$ cat src/rtl/sipo_frame_controller.sv
// Receives start/data/stop framed serial words into a left-shift SIPO register
// and hands each good word to a one-entry valid/ready output buffer.
//
//   state | meaning
//   ------+---------------------------------------------------------
//   IDLE  | line idle, waiting for a sampled 0 (start bit)
//   SHIFT | shifting WIDTH data bits, first bit ends up in the MSB
//   STOP  | waiting for the stop bit; 1 = deliver word, 0 = framing error
module sipo_frame_controller #(
    parameter int WIDTH = 4
) (
    input  logic                     i_clk,
    input  logic                     i_clear_n,
    input  logic                     i_bit_valid,
    input  logic                     i_bit_in,
    input  logic                     i_abort,
    output logic [WIDTH-1:0]         o_word_out,
    output logic                     o_word_valid,
    input  logic                     i_word_ready,
    output logic                     o_frame_error,
    output logic                     o_overrun,
    output logic                     o_busy,
    output logic [$clog2(WIDTH)-1:0] o_bit_count
);

    localparam int CW = $clog2(WIDTH);
    localparam logic [CW-1:0] LAST_BIT = CW'(WIDTH - 1);

    typedef enum logic [1:0] {
        IDLE  = 2'd0,
        SHIFT = 2'd1,
        STOP  = 2'd2
    } state_t;

    state_t           r_state;
    state_t           w_state_nxt;
    logic [WIDTH-1:0] r_shreg;
    logic [WIDTH-1:0] w_shreg_nxt;
    logic [CW-1:0]    r_bit_count;
    logic [CW-1:0]    w_cnt_nxt;
    logic [WIDTH-1:0] r_word_out;
    logic             r_word_valid;
    logic             r_frame_error;
    logic             r_overrun;
    logic             r_busy;
    logic             w_load;
    logic             w_ferr;
    logic             w_ovr;

    always_ff @(posedge i_clk or negedge i_clear_n) begin
        if (!i_clear_n) begin
            r_state <= IDLE;
        end else begin
            r_state <= w_state_nxt;
        end
    end

    // Abort wins over a bit sampled in the same cycle and never raises an error.
    always_comb begin
        w_state_nxt = r_state;
        w_shreg_nxt = r_shreg;
        w_cnt_nxt   = r_bit_count;
        w_load      = 1'b0;
        w_ferr      = 1'b0;
        w_ovr       = 1'b0;
        if (i_abort) begin
            w_state_nxt = IDLE;
            w_cnt_nxt   = '0;
        end else if (i_bit_valid) begin
            case (r_state)
                IDLE: begin
                    if (!i_bit_in) begin
                        w_state_nxt = SHIFT;
                        w_cnt_nxt   = '0;
                    end
                end
                SHIFT: begin
                    w_shreg_nxt = {r_shreg[WIDTH-2:0], i_bit_in};
                    if (r_bit_count == LAST_BIT) begin
                        w_state_nxt = STOP;
                        w_cnt_nxt   = '0;
                    end else begin
                        w_cnt_nxt = r_bit_count + 1'b1;
                    end
                end
                STOP: begin
                    w_state_nxt = IDLE;
                    if (!i_bit_in) begin
                        w_ferr = 1'b1;
                    end else if (!r_word_valid || i_word_ready) begin
                        w_load = 1'b1;
                    end else begin
                        w_ovr = 1'b1;
                    end
                end
                default: begin
                    w_state_nxt = IDLE;
                end
            endcase
        end
    end

    // A load in the same cycle as an accept simply replaces the buffered word.
    always_ff @(posedge i_clk or negedge i_clear_n) begin
        if (!i_clear_n) begin
            r_shreg       <= '0;
            r_bit_count   <= '0;
            r_word_out    <= '0;
            r_word_valid  <= 1'b0;
            r_frame_error <= 1'b0;
            r_overrun     <= 1'b0;
            r_busy        <= 1'b0;
        end else begin
            r_shreg       <= w_shreg_nxt;
            r_bit_count   <= w_cnt_nxt;
            r_frame_error <= w_ferr;
            r_overrun     <= w_ovr;
            r_busy        <= (w_state_nxt != IDLE);
            if (w_load) begin
                r_word_out   <= r_shreg;
                r_word_valid <= 1'b1;
            end else if (r_word_valid && i_word_ready) begin
                r_word_valid <= 1'b0;
            end
        end
    end

    assign o_word_out    = r_word_out;
    assign o_word_valid  = r_word_valid;
    assign o_frame_error = r_frame_error;
    assign o_overrun     = r_overrun;
    assign o_busy        = r_busy;
    assign o_bit_count   = r_bit_count;

endmodule

$ cat config.mk
export PLATFORM = sky130hd
export DESIGN_NAME = sipo_frame_controller
export DESIGN_NICKNAME = d
export VERILOG_FILES = /design/src/rtl/sipo_frame_controller.sv
export SDC_FILE = /design/constraint.sdc
export NUM_CORES = 1
export LEC_CHECK = 0
export CORE_UTILIZATION = 49
export CTS_BUF_LIST = sky130_fd_sc_hd__clkbuf_4 sky130_fd_sc_hd__clkbuf_8
export CTS_CLUSTER_DIAMETER = 120
export DETAILED_ROUTE_END_ITERATION = 8
export GPL_ROUTABILITY_DRIVEN = 0
export PLACE_DENSITY_LB_ADDON = 0.1
export SLEW_MARGIN = 40
export SYNTH_ARGS = -nofsm -noshare
export SYNTH_HDL_FRONTEND = slang
export SYNTH_SLANG_ARGS = --single-unit
$ cat constraint.sdc
create_clock -name i_clk -period 1.5 [get_ports i_clk]
set_input_delay 0.15 -clock i_clk [delete_from_list [all_inputs] [get_ports i_clk]]
set_output_delay 0.15 -clock i_clk [all_outputs]
set_load 0.05 [all_outputs]
==> results.md <==
- Netlist cell types: 18
- Die area: 1542 sq um
- Pins over their slew limit: 0
- Min-Delay Path Class: in2async
- # DRC: 0
- Register area share after synthesis: just under 60%
- IO Count: 16
- I/O Buffers: 15
- CP startpoint kind: flop
- Hold-fix buffers, CTS: 0
- CTS tree: done
- Yosys warning count: 0
- Worst-Margin Slew: about 250 ps
- Top cell type's share of synthesized area: approximately 59%
- Post-synthesis compound-gate area fraction: 4.596%
- Max-cap violations: 0
- Cell row count: 13
- Die width: 39.27 um
- Vias per std cell: around 5.0
- Vias in the first global route: between 400 and 500
- Wire per inst: 12.03 um
- Setup bufs post-CTS: 0
- # placed instances: 91
- Clock buffer count from CTS: 3
- Die H: 39.27 um
- Clock Path Buffers: 2
- Setup violators final: 0
- Via count: 472
- Final worst setup slack: 105.5 ps
- Fmax: 0.7171 GHz
- Most common cell after layout, fill and taps aside: buf_4
- Setup Skew: 5.735 ps
- Routed wire length: 1.143 mm
- Gr usage total: 19.29%
- Pwr/cell area: 973.0 nW/um^2
- Syn_nets: 60
- Clk_lat worst skew: around 280 ps
- Simple-Gate Fraction of Synth Area: 16.73%
- Antenna cell count: 0
- Place WS: -83.34 ps
- Syn Inst Count: 53
- First-pass DRT Iterations: 4
- FF-to-FF path depth: 3
- Area Growth Syn to Fin: 35.29%
- Largest family of logic cells by synthesized area: simple AND/OR/NAND/NOR gates
- ANT nets after route: 0
- Final Instance Count excl. Fillers: 95
- #FFs+latches synth: 16
- Status: finished clean
- Mapped Avg Cell Area: around 13 sq um
- Setup crit end kind: flop
- Max-Slew Margin vs Limit: 83.39%
- Fraction of the mapped netlist area in adder cells: 1.838%
- WP data required: 1670 ps
- Pin count of the biggest net entering global routing: 17
- CTS-repair resized insts: 0
- Maximum vdd drop: 0.7928 mV
- Initial antenna violation count: 0
- Most frequent cells in the layout: buf_4 (18), dfrtp_1 (16), mux2_2 (9)
- Leakage: 0.4613 nW
- # nets final: 88
- Core area: about 1300 sq um
- Worst-path clk slew: 100 ps
- Synth area leader: dfrtp_1
- Share of cells above drive strength 1: 42.50%
- Initial Util: 52.31%
- Num Clock Sinks: 16
- RSZ-0062 raised after global routing: false
- Crit Reg-Reg Startpoint: r_state[1]$_DFF_PN0_
- Fin crit share: 92.96%
- Mux share of post-synthesis cell area: about 16%
- Min Tclk post-route: 1394 ps
- Critical path class: reg2reg
- Setup slack, reg-to-reg: 110 ps
- Iteration-0 DRC Markers: 5
- Netlist Area Pre-Place: 680.7 sq um
- Critical Path AT: 1570 ps
- First-pass GRT wire length: 1.883 mm
- Grt total ovfl: 0
- Final Hold Fails: 0
- CTS root buf: clkbuf_4
- Crit Path Max Fanout: 6
- Area contributors post-synth: dfrtp_1 (59%), mux2_2 (15%), nand3_4 (2.6%), a21oi_1 (2.2%), nand2_1 (2.2%)
- FF-to-FF End: r_shreg[3]$_DFFE_PN0P_
- XOR/XNOR share of the synthesized area: 0%
- H-tree depth reported by CTS: 1
worst max-delay path by stage:
stage                                        start  cells past startpoint                        end
after floorplan           o_word_valid$_DFFE_PN0P_                      3  o_word_out[0]$_DFFE_PN0P_
after global placement                     i_abort                      4     r_shreg[0]$_DFFE_PN0P_
after detailed placement                   i_abort                      4     r_shreg[2]$_DFFE_PN0P_
after CTS                     r_state[1]$_DFF_PN0_                      3     r_shreg[3]$_DFFE_PN0P_
after global routing          r_state[1]$_DFF_PN0_                      3     r_shreg[3]$_DFFE_PN0P_
final                         r_state[1]$_DFF_PN0_                      3     r_shreg[3]$_DFFE_PN0P_
power by group:
part | switching (mW) | leakage (nW) | internal, mW
sequential | 0.0262 | 0.218 | 0.472
combinational | 0.0483 | 0.223 | 0.0661
clock | 0.136 | 0.0210 | 0.148
registers in the layout (all words and copies together), names as in the netlist:
register / cells
o_overrun: 1
o_frame_error: 1
o_word_valid: 1
o_bit_count: 2
r_state: 2
o_word_out: 4
r_shreg: 4
o_busy: 1
metrics by stage:
| step | utilization [%] | hold WS [ps] | cell area, sq um | setup TNS, ps | power, mW |
|---|---|---|---|---|---|
| floorplan | - | -145.6 | 680.7 | 0 | 0.5629 |
| global placement | 67.98 | 487.1 | 884.6 | -152.9 | 0.6203 |
| detailed placement | 67.98 | 485.6 | 884.6 | -504.1 | 0.6248 |
| CTS | 70.77 | 171.0 | 920.9 | 0 | 0.9031 |
| global route | 70.77 | 192.9 | 920.9 | 0 | 0.9439 |
| finish | 70.77 | 166.0 | 920.9 | 0 | 0.8960 |
worst max-delay path: stages, from the launching register on:
cell,delay [ps]
dfrtp_1,440
nor3b_1,260
and2_2,240
mux2_2,340
metal layers:
metal	vias to the layer above	share of wire, %	GRT usage, %
met2	6	49	29.17
met3	0	3.5	5.114
met4	0	0	5.172
met5	-	0	0
met1	227	48	27.48
li1	239	-	-
cell type report:
cell class | count | area (sq um)
Sequential cell | 16 | 400.4
Fill cell | 107 | 380.4
Multi-Input combinational cell | 34 | 269.0
Timing Repair Buffer | 23 | 185.2
Clock buffer | 4 | 36.28
Tap cell | 15 | 18.77
Inverter | 3 | 11.26
synthesized netlist by cell type:
cell type	number
dfrtp_1	16
mux2_2	9
nand2_1	4
a21oi_1	3
inv_1	3
nand2b_1	2
nor2_1	2
nor2b_1	2
nor3b_1	2
o21ai_0	2
a31oi_1	1
and2_2	1
and4bb_2	1
ha_1	1
mux2i_1	1
nand3_4	1
nand4_1	1
or4_1	1
kinds of logic after synthesis:
kind of cell             after synthesis
AO/OA/AOI/OAI                          6
adder cells (fa/ha/maj)                1
buffers and inverters                  3
flip-flops                            16
multiplexers                          10
AND/OR/NAND/NOR                       17
Power figures use the tool's default switching activity.
